`src/rtl/ucore_sequencer.sv`:
```
// Microprogram sequencer: registered micro-PC driving an async microcode ROM,
// with conditional branch, wait-on-condition, call/return stack, halt and sticky errors.
module ucore_sequencer #(
  parameter  int ADDR_W      = 12,
  parameter  int COND_W      = 8,
  parameter  int STACK_DEPTH = 4,
  parameter  int RESET_ADDR  = 0,
  localparam int SEL_W       = $clog2(COND_W),
  localparam int SP_W        = $clog2(STACK_DEPTH + 1)
) (
  input  logic              clk,
  input  logic              reset,
  input  logic              stall,
  input  logic [2:0]        uop,
  input  logic [ADDR_W-1:0] utarget,
  input  logic [SEL_W-1:0]  ucond_sel,
  input  logic              ucond_pol,
  input  logic [COND_W-1:0] cond,
  output logic [ADDR_W-1:0] upc,
  output logic [SP_W-1:0]   sp,
  output logic              halted,
  output logic              err_overflow,
  output logic              err_underflow,
  output logic              err_illegal
);

  // Storage rounded up to a power of two so sp indexes it without width games;
  // entries at or above STACK_DEPTH are never written.
  localparam int STK_N = 1 << SP_W;

  typedef enum logic {S_RUN, S_HALT} state_t;

  typedef enum logic [2:0] {
    OP_NEXT   = 3'd0,
    OP_JUMP   = 3'd1,
    OP_BRANCH = 3'd2,
    OP_CALL   = 3'd3,
    OP_RET    = 3'd4,
    OP_WAIT   = 3'd5,
    OP_HALT   = 3'd6,
    OP_ILL    = 3'd7
  } op_t;

  state_t            state, state_n;
  logic [ADDR_W-1:0] upc_n, inc, top;
  logic [SP_W-1:0]   sp_n;
  logic              eo_n, eu_n, ei_n;
  logic              push;
  logic              sel_ok, t;
  logic [ADDR_W-1:0] stack_mem [STK_N];

  always_comb begin
    sel_ok = 32'(ucond_sel) < COND_W;
    t      = sel_ok & (cond[ucond_sel] ^ ucond_pol);
    inc    = upc + ADDR_W'(1);
    top    = stack_mem[sp - SP_W'(1)];
  end

  always_comb begin
    state_n = state;
    upc_n   = upc;
    sp_n    = sp;
    push    = 1'b0;
    eo_n    = err_overflow;
    eu_n    = err_underflow;
    ei_n    = err_illegal;
    if (state == S_RUN && !stall) begin
      unique case (op_t'(uop))
        OP_NEXT:   upc_n = inc;
        OP_JUMP:   upc_n = utarget;
        OP_BRANCH: upc_n = t ? utarget : inc;
        OP_CALL: begin
          if (sp < SP_W'(STACK_DEPTH)) begin
            push  = 1'b1;
            sp_n  = sp + SP_W'(1);
            upc_n = utarget;
          end else begin
            eo_n    = 1'b1;
            state_n = S_HALT;
          end
        end
        OP_RET: begin
          if (sp != '0) begin
            upc_n = top;
            sp_n  = sp - SP_W'(1);
          end else begin
            eu_n    = 1'b1;
            state_n = S_HALT;
          end
        end
        OP_WAIT:   upc_n = t ? inc : upc;
        OP_HALT:   state_n = S_HALT;
        OP_ILL: begin
          ei_n    = 1'b1;
          state_n = S_HALT;
        end
        default:   upc_n = upc;
      endcase
    end
  end

  always_ff @(posedge clk) begin
    if (reset) begin
      state         <= S_RUN;
      upc           <= ADDR_W'(RESET_ADDR);
      sp            <= '0;
      err_overflow  <= 1'b0;
      err_underflow <= 1'b0;
      err_illegal   <= 1'b0;
    end else begin
      state         <= state_n;
      upc           <= upc_n;
      sp            <= sp_n;
      err_overflow  <= eo_n;
      err_underflow <= eu_n;
      err_illegal   <= ei_n;
    end
  end

  // Stack contents are don't-care after reset; a reset cycle simply drops the push.
  always_ff @(posedge clk) begin
    if (!reset && push) stack_mem[sp] <= inc;
  end

  assign halted = (state == S_HALT);

endmodule
```
`config.mk`:
```
export PLATFORM = sky130hd
export DESIGN_NAME = ucore_sequencer
export DESIGN_NICKNAME = d
export VERILOG_FILES = /design/src/rtl/ucore_sequencer.sv
export SDC_FILE = /design/constraint.sdc
export NUM_CORES = 1
export LEC_CHECK = 0
export ABC_AREA = 1
export BUFFER_PORTS_ARGS = -buffer_cell sky130_fd_sc_hd__buf_2
export CORE_MARGIN = 2
export CORE_UTILIZATION = 41
export DETAILED_ROUTE_END_ITERATION = 8
export PLACE_DENSITY = 0.69
export SYNTH_ARGS = -nofsm -noshare
export SYNTH_HDL_FRONTEND = slang
export SYNTH_SLANG_ARGS = --single-unit
export TNS_END_PERCENT = 10
```
`constraint.sdc`:
```
create_clock -name clk -period 2.82 [get_ports clk]
set_clock_uncertainty 0.05 [all_clocks]
set_input_delay 0.141 -clock clk [delete_from_list [all_inputs] [get_ports clk]]
set_output_delay 0.141 -clock clk [all_outputs]
set_load 0.02 [all_outputs]
```
**After elaboration in Yosys (flattened, before gate mapping)**

Memories as Yosys holds them, arrays and structs flattened.
Index checks and enable logic that the tools add are counted.

- RAM bits: 96
- Word-level logic and storage cells: 62
- Input bits: 30
- Register bits after elaboration: 19
- Output and inout bits: 19
- Memories: 1

- Bitwise logic cells: 4
- Equal/unequal tests: 12
- Multiplexer cells: 18
- Add/sub/neg operators: 3
- Reductions and logical operators: 16
- $lt $le $gt $ge: 2

Memory list:

| name | depth | bits a word | rd ports | clocked after memory_dff | wr ports | RTL line | RTL |
|---|---|---|---|---|---|---|---|
| stack_mem | 8 | 12 | 1 | 0 | 1 | 50 | `logic [ADDR_W-1:0] stack_mem [STK_N];` |

Operators by type and width:

| operator | count |
|---|---|
| 12-bit case mux with 6 select lines | 1 |
| 12-bit two-way mux | 4 |
| 12-bit by 1-bit adder with 12-bit output (second input constant) | 1 |
| 3-bit == test (second input constant) | 4 |
| 2-bit inequality test (second input constant) | 5 |
| 1-bit two-way mux | 8 |
| 4-bit AND reduction | 2 |
| 3-bit by 2-bit == test with 1-bit output (second input constant) | 2 |
| 3-bit two-way mux | 2 |
| 3-bit case mux with 2 select lines | 1 |
| 3-bit AND reduction | 2 |
| 3-bit nonzero test | 2 |
| 6-bit nonzero test | 1 |
| 5-bit AND reduction | 1 |
| 3-bit by 4-bit < comparator with 1-bit output (second input constant) | 1 |
| 3-bit by 1-bit adder with 3-bit output (second input constant) | 1 |
| 1-bit binary-select mux with 3-bit select | 1 |
| 3-bit by 1-bit == test with 1-bit output (second input constant) | 1 |
| 3-bit logical NOT | 1 |
| 3-bit < comparator (second input constant) | 1 |
| 1-bit NOT | 3 |
| 1-bit case mux with 3 select lines | 1 |
| 3-bit by 1-bit subtractor with 3-bit output (second input constant) | 1 |
| 1-bit logical AND | 2 |
| other kinds (5) | 6 |

**Longest topological paths before layout**

Gate-level depths: netlist of the first run.

- Word-level depth: 7
- Mapped depth: 15
- Mapped depth without buffers: 13

**Least setup slack after synthesis of the first run**

OpenSTA, ideal clock, no wires.

- Path type: flip-flop to flip-flop
- Start: register sp[0]
- End: memory stack_mem[3][0], enable pin
- Clock period less this slack: 2.664 ns
- Data required time: 2.358 ns
- Path buffers: 2
- Arrival time: 2.202 ns
- Stages on the path, launching flop included: 5
- Path slack: 0.156 ns
- Setup time: 0.412 ns
- Cells stage by stage: dfxtp_1 -> buf_2 -> inv_2 -> clkbuf_1 -> nor4_1

- Word-level cells in the longest chain between the ends: 7

RTL lines:

| what | RTL line | RTL |
|---|---|---|
| from (decl) | 20 | `output logic [SP_W-1:0] sp,` |
| from (signal assigned) | 113 | `sp <= sp_n;` |
| 3-bit < comparator | 73 | `if (sp < SP_W'(STACK_DEPTH)) begin` |
| 1-bit two-way mux | 73 |  |
| 1-bit two-way mux | 68 | `unique case (op_t'(uop))` |
| 1-bit two-way mux | 67 | `if (state == S_RUN && !stall) begin` |
| 1-bit logical AND | 122 | `if (!reset && push) stack_mem[sp] <= inc;` |
| 1-bit two-way mux | 122 |  |
| 1-bit two-way mux (not written as such) | 122 |  |
| to (decl) | 50 |  |

Parallel ways exist; a longest one is shown, timed or not.

**Worst setup path in the final report of the first run**

- Start: register upc[0]
- End: register upc[6]

- Word-level cells in the longest chain between the ends: 3
- Elaborated cells between the ends (all ways): 4
- Classes of those cells: 1 x add/sub; 3 x mux

RTL lines:

| what | RTL line | RTL |
|---|---|---|
| from (decl) | 19 | `output logic [ADDR_W-1:0] upc,` |
| from (signal assigned) | 105 | `upc <= ADDR_W'(RESET_ADDR);` |
| from (signal assigned) | 112 | `upc <= upc_n;` |
| 12-bit by 1-bit adder with 12-bit output * | 55 | `inc = upc + ADDR_W'(1);` |
| named net inc[6] | 45 | `logic [ADDR_W-1:0] upc_n, inc, top;` |
| 12-bit two-way mux, on equally long branches | 91, 71 |  |
| 12-bit case mux with 6 select lines * | 68 |  |

The timed path passes the listed nets; every way through them passes the cells marked *. The select of a mux whose other input is x is not followed.
A chain may end at the register's enable or synchronous reset.

==> flow_summary.yaml, run 1 <==
finish:
  drive_above_1_share_pct: 16.3
  n_antenna_cell: 0
  syn_to_final_growth_pct: 22.9
  num-fill-cells: 1176
  seqCellArea_sq_mm: 0.00326
  nets: 725
  multiInputGateArea_sq_mm: 0.00212
synth:
  synth_top_family_by_area: "simple AND/OR/NAND/NOR gates"
  synth_adder_area_share_pct: 0.906
  synth_area_sq_mm: 0.00552
  avgSynthCellArea_sq_um: 9.36
  synth-xor-area-share_pct: 1.29
  yosysSeqAreaShare_pct: 59.1
  netlist-cell-type-count: 34
  yosys_warnings: 0
  synthSimpleGateAreaFrac_pct: 23.4
  synth-compound-area-share_pct: 9.22
  syn_inst: 590
  synth.area.mux_share_pct: 0
  synth-seq-cells: 115
global_route:
  grt_max_degree: 54
  grt_pass1_wl_mm: 21.7
  antenna_found_initial: 0
  gr-usage-all-layers_pct: 19.6
  grt_pass1_vias: 4456
  overflow: 0
die:
  die_w_um: 120
  dieHeight_um: 120
  start_util_pct: 41.9
  coreArea_sq_mm: 0.0132
  io_pins: 49
  dieArea_sq_mm: 0.0144
  rows: 42
critical_path:
  crit_path_end_kind: "flop"
  crit_fanout: 10
  critPathRequiredTime_ns: 3.07
  crit_type: "flop to flop"
  timing.rr.start: "upc[0]"
  cp-startpoint: "upc[0]"
  arrival_ns: 2.51
  crit_path_start_kind: "flop"
detailed_routing:
  wirelength_met1_mm: 5.49
  met3_length_um: 902
  wl_met2_mm: 6.66
  drt_first_pass_iters: 5
  totalWireLength_mm: 13.4
  drc: 0
  viasPerCell: 5.11
  drtAntennaViolNets: 0
  wl_per_cell_um: 15.2
  highest_layer: "met4"
  dr.first_iter.drc_count: 366
  vias: 4495
timing:
  worst_pin_slew_ns: 0.890
  setup_viol: 0
  relSlewSlack_pct: 40.4
  timing.fmax_mhz: 443
  setup_tns_ns: 0
  rsz0062_at_grt: "false"
  drv_slew: 0
  fin_crit_sh_pct: 80.0
  period_minus_slack_ns: 2.26
  holdWs_ns: 0.0901
  hold_violations: 0
clocking:
  cts_tree: "yes"
  post-cts-setup-buffers: 0
  cts.sink_count: 115
  clock_latency_ns: 0.41
  cts_htree_levels: 4
  clkSlewWorstSetupHoldPaths_ns: 0.05
  root_buffer: "clkbuf_16"
  cts_buffers: 17
  cts_max_path_buffers: 2
placed_design:
  dp_hpwl_mm: 9.07
  gp_congestion: 0.874
  port_buffers: 48
power_and_ir_drop:
  p_leak_nw: 2.87
  swShare_pct: 23.7
  power.density_mw_per_mm2: 713
  p_comb_share_pct: 11.8
  power_frac_seq_pct: 41.5
  p_switching_mw: 1.15
  clkPwrFrac_pct: 46.6
  p_int_mw: 3.69
  worst_ir_drop_vdd_v: 0.000520
outcome:
  status: "complete, no violations"
worst_hold_path:
  hold_start: "stall"
  hold_path.class: "input pin to flop"
run:
  maxCapViolCount: 0
-- power by group through the flow --
stage,Combinational (mW),Sequential [mW],Clock (mW)
finish,0.572,2.01,2.25
global route,0.641,2.01,2.36
CTS,0.566,2.01,2.28
detailed placement,0.561,2.04,0
global placement,0.547,2.04,0
floorplan,0.371,2.05,0
-- path summary, 6_finish.rpt --
path	slack, ns	cells after the start	end
max reg2reg	0.56	12	upc[6]
max	0.56	12	upc[6]
min	0.09	4	err_overflow
min reg2reg	0.43	2	err_overflow
-- cell usage after synthesis --
master	instances	area [sq um]
dfxtp_1	19	380
nor3_1	5	25.0
nand2_2	4	25.0
conb_1	1	3.75
nand3b_2	1	11.3
buf_6	1	11.3
o21ai_1	2	10.0
xor2_4	1	27.5
o2111ai_1	1	8.76
inv_1	43	161
nand3_1	54	270
nand4_1	2	12.5
nand2_1	104	390
buf_4	2	15.0
clkbuf_1	10	37.5
nor3_2	3	30.0
o21ai_0	53	265
o22ai_1	11	68.8
nand3b_1	10	75.1
a21oi_2	1	8.76
ha_1	4	50.1
nor4_1	2	12.5
a21oi_1	12	60.1
buf_2	15	75.1
a31oi_1	2	12.5
xor2_1	5	43.8
a22oi_1	2	15.0
inv_2	8	30.0
nand3_4	1	17.5
o211ai_1	8	60.1
nor2_8	1	20.0
nand3_2	1	10.0
edfxtp_1	96	2880
nor2_1	105	394
-- metrics by stage --
stage / instance area [sq um] / instances / util (%) / worst slack (ns) / power, mW
CTS: 6780 / 880 / 51.4 / 0.586 / 4.86
detailed placement: 6140 / 847 / 46.6 / 0.601 / 2.60
global route: 6780 / 880 / 51.4 / 0.348 / 5.02
finish: 6780 / 880 / 51.4 / 0.563 / 4.83
floorplan: 5700 / 637 / - / 0.156 / 2.42
global placement: 6140 / 847 / 46.6 / 0.655 / 2.58
-- flip-flops by register name, indices dropped and copies added (netlist names) --
signal	cells
sp	3
halted	1
upc	12
stack_mem	96
err_illegal	1
err_overflow	1
err_underflow	1
-- logic make-up after synthesis --
| group | Yosys count |
|---|---|
| AO/OA/AOI/OAI | 92 |
| XOR/XNOR | 6 |
| adder cells (fa/ha/maj) | 4 |
| buffers and inverters | 79 |
| flip-flops | 115 |
| other | 1 |
| AND/OR/NAND/NOR | 293 |
-- worst max-delay path, cell delays in order, from the launching register on --
cell,delay (ns)
dfxtp_1,0.45
ha_1,0.25
nand3_1,0.11
nor2_1,0.39
nand2_1,0.09
nand2_1,0.07
nand2_1,0.21
inv_1,0.11
nand3_1,0.08
nand3_1,0.12
nand3_1,0.07
nor2_1,0.10
nor2_1,0.06
-- area by class of cell --
type | count | area share, %
sequential | 115 | 48.1
clock inverter | 9 | 2.25
clock buffer | 23 | 7.05
timing repair buffer | 63 | 5.24
tap | 176 | 3.25
inverter | 51 | 2.82
multi-input combinational | 443 | 31.3
-- timing repair --
action,4_1_cts,5_1_grt
hold buffers,1,0
resized for setup,0,0
endpoints found under the hold margin,5,0
-- metal layers --
metal	track usage [%]	vias to the layer above
met4	8.38	0
met1	23.4	2146
met3	6.51	30
li1	-	2165
met5	0	-
met2	32.5	154
-- placed cells by master (no fill, tap or decap), types with 5 or more instances in the layout --
cell type    n
clkbuf_16   17
conb_1      48
dfxtp_1     18
nand3_1     54
nor2_1     105
inv_1       43
o21ai_0     53
buf_4       14
o22ai_1     11
nand2_1    104
nand3b_1    10
o211ai_1     8
inv_2        8
buf_2       48
edfxtp_1    96
a21oi_1     12
xor2_1       5
Power figures use the tool's default switching activity.
==> inputs of run 2 (changes only) <==
--- a/config.mk
+++ b/config.mk
@@ -5,12 +5,12 @@
 export SDC_FILE = /design/constraint.sdc
 export NUM_CORES = 1
 export LEC_CHECK = 0
-export ABC_AREA = 1
+export ABC_AREA = 0
 export BUFFER_PORTS_ARGS = -buffer_cell sky130_fd_sc_hd__buf_2
 export CORE_MARGIN = 2
 export CORE_UTILIZATION = 41
 export DETAILED_ROUTE_END_ITERATION = 8
-export PLACE_DENSITY = 0.69
+export PLACE_DENSITY = 0.7
 export SYNTH_ARGS = -nofsm -noshare
 export SYNTH_HDL_FRONTEND = slang
 export SYNTH_SLANG_ARGS = --single-unit
==> constraint.sdc (replaced) <==
create_clock -name clk -period 2.35 [get_ports clk]
set_clock_uncertainty 0.05 [all_clocks]
set_input_delay 0.1175 -clock clk [delete_from_list [all_inputs] [get_ports clk]]
set_output_delay 0.1175 -clock clk [all_outputs]
set_load 0.02 [all_outputs]
==> run 2 against run 1 <==
  * Hold slack lost 0.025 ns
  * Count of clock-buffer cells in the layout shrank 5
  * Sequential cell count is the same
  * Cell count shrank 26%
  * Worst setup slack lost 0.44 ns
  * Non-clock buffer count grew 10
  * Critical path depth shrank 3
  * Global-route usage shrank 1.1 points
  * Wire length shrank 11%
  * Design area shrank 3.0%
  * Sequential power grew 18%
  * Synthesized area shrank 6.0%
  * Critical endpoint is now upc[2]
==> flow_summary.yaml, run 2 <==
die:
  start_util_pct: 41.6
  die_w_um: 117
  rows: 41
  dieArea_sq_mm: 0.0136
  coreArea_sq_mm: 0.0125
  io_pins: 49
  dieHeight_um: 117
detailed_routing:
  drc: 0
  wl_per_cell_um: 18.2
  totalWireLength_mm: 11.9
  dr.first_iter.drc_count: 282
  drtAntennaViolNets: 0
  drt_first_pass_iters: 4
  viasPerCell: 5.31
  vias: 3474
critical_path:
  critPathRequiredTime_ns: 2.60
  crit_fanout: 25
  crit_path_start_kind: "flop"
  crit_type: "flop to flop"
  crit_path_end_kind: "flop"
  arrival_ns: 2.47
global_route:
  overflow: 0
  grt_pass1_vias: 3388
  antenna_found_initial: 0
  grt_pass1_wl_mm: 17.8
  grt_max_degree: 29
  gr-usage-all-layers_pct: 18.5
timing:
  period_minus_slack_ns: 2.23
  setup_slack_ns: 0.124
  worst_pin_slew_ns: 1.19
  drv_slew: 0
  relSlewSlack_pct: 20.8
  fin_crit_sh_pct: 94.7
  setup_viol: 0
  rsz0062_at_grt: "true"
  timing.fmax_mhz: 449
  hold_violations: 0
synth:
  syn_inst: 355
  yosysSeqAreaShare_pct: 62.9
  avgSynthCellArea_sq_um: 14.6
  synth_top_area_share_pct: 55.5
  synth_area_sq_mm: 0.00519
  synthTopCellsByArea: "edfxtp_1 56%, mux4_2 11%, dfxtp_1 7.3%"
  ys_async_sr_fraction_pct: 0
  synth_top_cell_by_area: "edfxtp_1"
  synth_commonest_cells: "96 x edfxtp_1, 41 x nor3_1, 25 x mux4_2"
  synth_most_common_cell: "edfxtp_1"
  synth-seq-cells: 115
  dominantRegCellSynth: "edfxtp_1"
  netlist-cell-type-count: 37
  synth_edf_count: 96
  yosys_warnings: 0
clocking:
  cts_buffers: 17
  clock_latency_ns: 0.42
  cts_htree_levels: 4
  cts_tree: "yes"
  root_buffer: "clkbuf_16"
  cts.sink_count: 115
  clkSlewWorstSetupHoldPaths_ns: 0.05
  cts_max_path_buffers: 2
placed_design:
  dp_worst_setup_slack_ns: -0.0253
  dp.cells: 619
  gp_congestion: 0.801
  postPlaceCellArea_sq_mm: 0.00599
  dp_hpwl_mm: 7.45
  port_buffers: 48
outcome:
  status: "complete, no violations"
finish:
  fin_cells: 654
  drive_above_1_share_pct: 32.4
  n_antenna_cell: 0
  nets: 504
  layout_common_cells: "96 x edfxtp_1, 48 x buf_2, 48 x conb_1"
  stdcell_area_sq_mm: 0.00658
  final_common_cell: "edfxtp_1"
  syn_to_final_growth_pct: 26.8
  regMostFlops: "stack_mem"
  largest_reg_flops: 96
  reg.largest.list: "stack_mem (96), upc (12), sp (3)"
worst_hold_path:
  hold_path.class: "input pin to flop"
power_and_ir_drop:
  worst_ir_drop_vdd_v: 0.000488
  p_leak_nw: 2.34
  power.density_mw_per_mm2: 794
  power_mw: 5.22
run:
  maxCapViolCount: 0
-- run 2: cell count changes in the layout (fill, tap and decap cells not counted), sizes merged, moves of 24 or more --
| cell | delta |
|---|---|
| nand2 | -102 |
| nor2 | -93 |
| nand3 | -48 |
| inv | -47 |
| nor3 | +33 |
| o21ai | -29 |
| mux4 | +25 |
| nand2b | +24 |
-- run 2: worst max-delay path, stage by stage (launching register included) --
cell	delay, ns
dfxtp_1	0.32
inv_1	0.11
ha_1	0.34
buf_12	0.21
mux4_2	0.31
nor3_1	0.19
nor3_1	0.10
o21ai_0	0.15
nand2b_1	0.08
a32o_1	0.24
-- run 2: worst paths after layout --
| kind | endpoint | cells past startpoint | from | slack [ns] |
|---|---|---|---|---|
| setup / recovery | upc[2] | 9 | sp[1] | 0.12 |
| setup reg to reg | upc[2] | 9 | sp[1] | 0.12 |
| hold / removal | err_illegal | 3 | uop[1] | 0.07 |
| hold reg to reg | err_illegal | 2 | err_illegal | 0.42 |
-- run 2: logic make-up (layout without fill, tap and decap cells) --
kind of cell,Yosys count,count (layout),synth area share [%]
flip-flops,115,115,62.9
AND/OR/NAND/NOR,100,100,10.4
AO/OA/AOI/OAI,59,59,7.64
multiplexers,31,31,12.2
buffers and inverters,28,108,2.92
XOR/XNOR,17,17,2.87
adder cells (fa/ha/maj),4,4,0.964
other,1,48,0.0722
-- run 2: layout make-up --
class	count	area (sq um)
fillers	1038	5880
flip-flops and latches	115	3270
multi-input cells	259	2090
repair buffers	73	477
clock buffers	18	429
well taps	172	215
clock inverters	13	91.3
inverters	4	15.0
-- run 2: where the power goes --
group | switching (mW) | internal, mW | leakage [nW]
logic | 0.368 | 0.259 | 1.06
registers | 0.0457 | 2.32 | 1.05
clock network | 0.899 | 1.33 | 0.241
-- run 2: per-stage QoR --
| step | util (%) | TNS [ns] | hold WS (ns) |
|---|---|---|---|
| floorplan | - | -0.208 | 0.247 |
| global placement | 48.1 | 0 | 0.380 |
| detailed placement | 48.1 | -0.0253 | 0.404 |
| CTS | 52.6 | 0 | 0.0456 |
| global route | 52.8 | -0.00206 | 0.0927 |
| finish | 52.8 | 0 | 0.0654 |
-- run 2: routing by layer --
| metal | track usage, % | vias to the layer above | routed length (um) |
|---|---|---|---|
| met4 | 7.46 | 0 | 141 |
| li1 | - | 1568 | - |
| met1 | 22.8 | 1735 | 4820 |
| met5 | 0 | - | 0 |
| met2 | 30.0 | 155 | 5930 |
| met3 | 6.59 | 16 | 1030 |
-- run 2: repair_timing --
| action | in CTS | in global routing |
|---|---|---|
| gates resized for setup | 2 | 2 |
| setup endpoints to repair | 10 | 12 |
| pin swaps | 0 | 1 |
| setup buffers | 0 | 1 |
| hold buffers | 3 | 0 |
| hold endpoints to repair | 5 | 0 |
==> inputs of run 3 (changes only) <==
--- a/config.mk
+++ b/config.mk
@@ -7,6 +7,7 @@
 export LEC_CHECK = 0
 export ABC_AREA = 0
 export BUFFER_PORTS_ARGS = -buffer_cell sky130_fd_sc_hd__buf_2
+export CORE_ASPECT_RATIO = 0.8
 export CORE_MARGIN = 2
 export CORE_UTILIZATION = 41
 export DETAILED_ROUTE_END_ITERATION = 8
==> constraint.sdc (replaced) <==
create_clock -name clk -period 2.4 [get_ports clk]
set_clock_uncertainty 0.05 [all_clocks]
set_input_delay 0.12 -clock clk [delete_from_list [all_inputs] [get_ports clk]]
set_output_delay 0.12 -clock clk [all_outputs]
set_load 0.02 [all_outputs]
==> run 3 against run 2 <==
  * Hold slack lost 0.016 ns
  * Via count down 0.66%
  * Non-clock buffer count is 1 lower
  * Highest routed layer unchanged
  * Design area is 0.53% higher
  * Cell count decreased by 0.15%
  * Fmax is 0.72% higher
  * First-iteration DRC count increased by 23%
  * Wire length shrank 2.3%
  * Count of clock-buffer cells in the layout is 2 higher
  * Total power increased by 8.9%
  * Combinational power fell by 5.3%
  * Utilization grew 1.2 points
==> flow_summary.yaml, run 3 (synthesized netlist as in run 2, its figures left out) <==
critical_path:
  crit_path_start_kind: "flop"
  cp_slowest_cell: "dlygate4sd3_1"
  crit_buf_inv: 2
  worstPathCellList: "inv_2, ha_4, nand2b_1, nor2_1, o21ai_0, a21oi_1, nor2_1, nor2_1, dlygate4sd3_1"
  max_stage_delay_ns: 0.56
  critPathRequiredTime_ns: 2.64
  path_common_cell: "nor2_1"
  crit_fanout: 5
  path_delay_family: "buffers and inverters"
  crit_type: "flop to flop"
  crit_path_end_kind: "flop"
  arrival_ns: 2.45
timing:
  setup_slack_ns: 0.190
  rsz0062_at_grt: "false"
  setup_tns_ns: 0
  period_minus_slack_ns: 2.21
  setup_viol: 0
  fin_crit_sh_pct: 92.1
  drv_slew: 0
  relSlewSlack_pct: 23.8
  worst_pin_slew_ns: 1.14
  timing.fmax_mhz: 452
  hold_violations: 0
  holdWs_ns: 0.0490
run:
  maxCapViolCount: 0
finish:
  multiInputGateArea_sq_mm: 0.00199
  nets: 503
  n_antenna_cell: 0
  syn_to_final_growth_pct: 27.5
  reg.largest.list: "stack_mem (96), upc (12), sp (3)"
  num-fill-cells: 1034
  final_util_pct: 54.0
  final_common_cell: "edfxtp_1"
  drive_above_1_share_pct: 27.8
  regMostFlops: "stack_mem"
  largest_reg_flops: 96
  seqCellArea_sq_mm: 0.00327
  stdcell_area_sq_mm: 0.00662
  layout_common_cells: "96 x edfxtp_1, 48 x buf_2, 48 x conb_1"
clocking:
  cts.sink_count: 115
  cts_htree_levels: 4
  cts_tree: "yes"
  root_buffer: "clkbuf_16"
  clkSlewWorstSetupHoldPaths_ns: 0.05
  clock_latency_ns: 0.41
  cts_max_path_buffers: 2
  cts_buffers: 17
power_and_ir_drop:
  power.density_mw_per_mm2: 859
  p_leak_nw: 2.40
  worst_ir_drop_vdd_v: 0.000505
outcome:
  status: "complete, no violations"
global_route:
  overflow: 0
  gr-usage-all-layers_pct: 18.1
  antenna_found_initial: 0
  grt_pass1_wl_mm: 18.0
  grt_pass1_vias: 3413
  grt_max_degree: 29
placed_design:
  dp_hpwl_mm: 7.26
  postPlaceCellArea_sq_mm: 0.00588
  gp_congestion: 0.807
  dp_worst_setup_slack_ns: 0.0537
  port_buffers: 48
die:
  rows: 36
  die_w_um: 130
  start_util_pct: 42.4
  dieArea_sq_mm: 0.0136
  dieHeight_um: 105
  coreArea_sq_mm: 0.0123
  io_pins: 49
detailed_routing:
  drt_first_pass_iters: 5
  vias: 3451
  viasPerCell: 5.28
  drc: 0
  wl_per_cell_um: 17.8
  drtAntennaViolNets: 0
  dr.first_iter.drc_count: 347
  totalWireLength_mm: 11.6
worst_hold_path:
  hold_path.class: "input pin to flop"
## run 3: cell types whose count changed in the layout (fill, tap and decap cells not counted), moves of 3 or more
cell / before / now
nor3_2: 23 / 5
o21ai_0: 20 / 24
clkinvlp_4: 5 / 0
o21ai_1: 6 / 2
clkinv_4: 4 / 1
bufinv_16: 0 / 6
nor3_1: 18 / 36
## run 3: worst paths after layout
check,start,to,slack [ns],cells past startpoint
worst max-delay path,sp[0],halted,0.19,9
worst max register to register,sp[0],halted,0.19,9
worst min register to register,err_overflow,err_overflow,0.42,2
worst min-delay path,uop[1],err_illegal,0.05,3
## run 3: per-stage QoR
step / power [mW] / instances
2_1_floorplan: 2.74 / 402
3_3_place_gp: 2.90 / 616
3_5_place_dp: 2.92 / 616
4_1_cts: 5.70 / 651
5_1_grt: 5.88 / 653
6_report: 5.69 / 653
## run 3: per-layer routing
| layer | global-route usage [%] | routed length, um | vias up |
|---|---|---|---|
| met3 | 4.81 | 982 | 13 |
| met1 | 24.5 | 5060 | 1701 |
| met2 | 27.9 | 5420 | 156 |
| met5 | 0 | 0 | - |
| li1 | - | - | 1581 |
| met4 | 7.22 | 176 | 0 |
## run 3: tightest hold or removal path, stage by stage
cell	delay, ns
buf_2	0.16
a41oi_1	0.12
nor2_1	0.07
## run 3: final cells by class
cell class	instances	area share [%]
clock buffers	20	6.60
clock inverters	12	3.18
inverters	4	0.227
multi-input cells	259	30.1
flip-flops and latches	115	49.4
well taps	171	3.23
repair buffers	72	7.30
## run 3: report_power, final
group          internal [mW]  switching [mW]  leakage (nW)
Sequential              2.27          0.0443          1.05
Clock                   1.93           0.843         0.314
Combinational          0.253           0.341          1.04
Total                   4.46            1.23          2.40
## run 3: timing repair
item                       in CTS  in global routing
hold buffers                    3                  0
setup buffers                   0                  1
gates resized for setup         0                  2
setup endpoints to repair       0                 13
hold endpoints to repair        7                  0
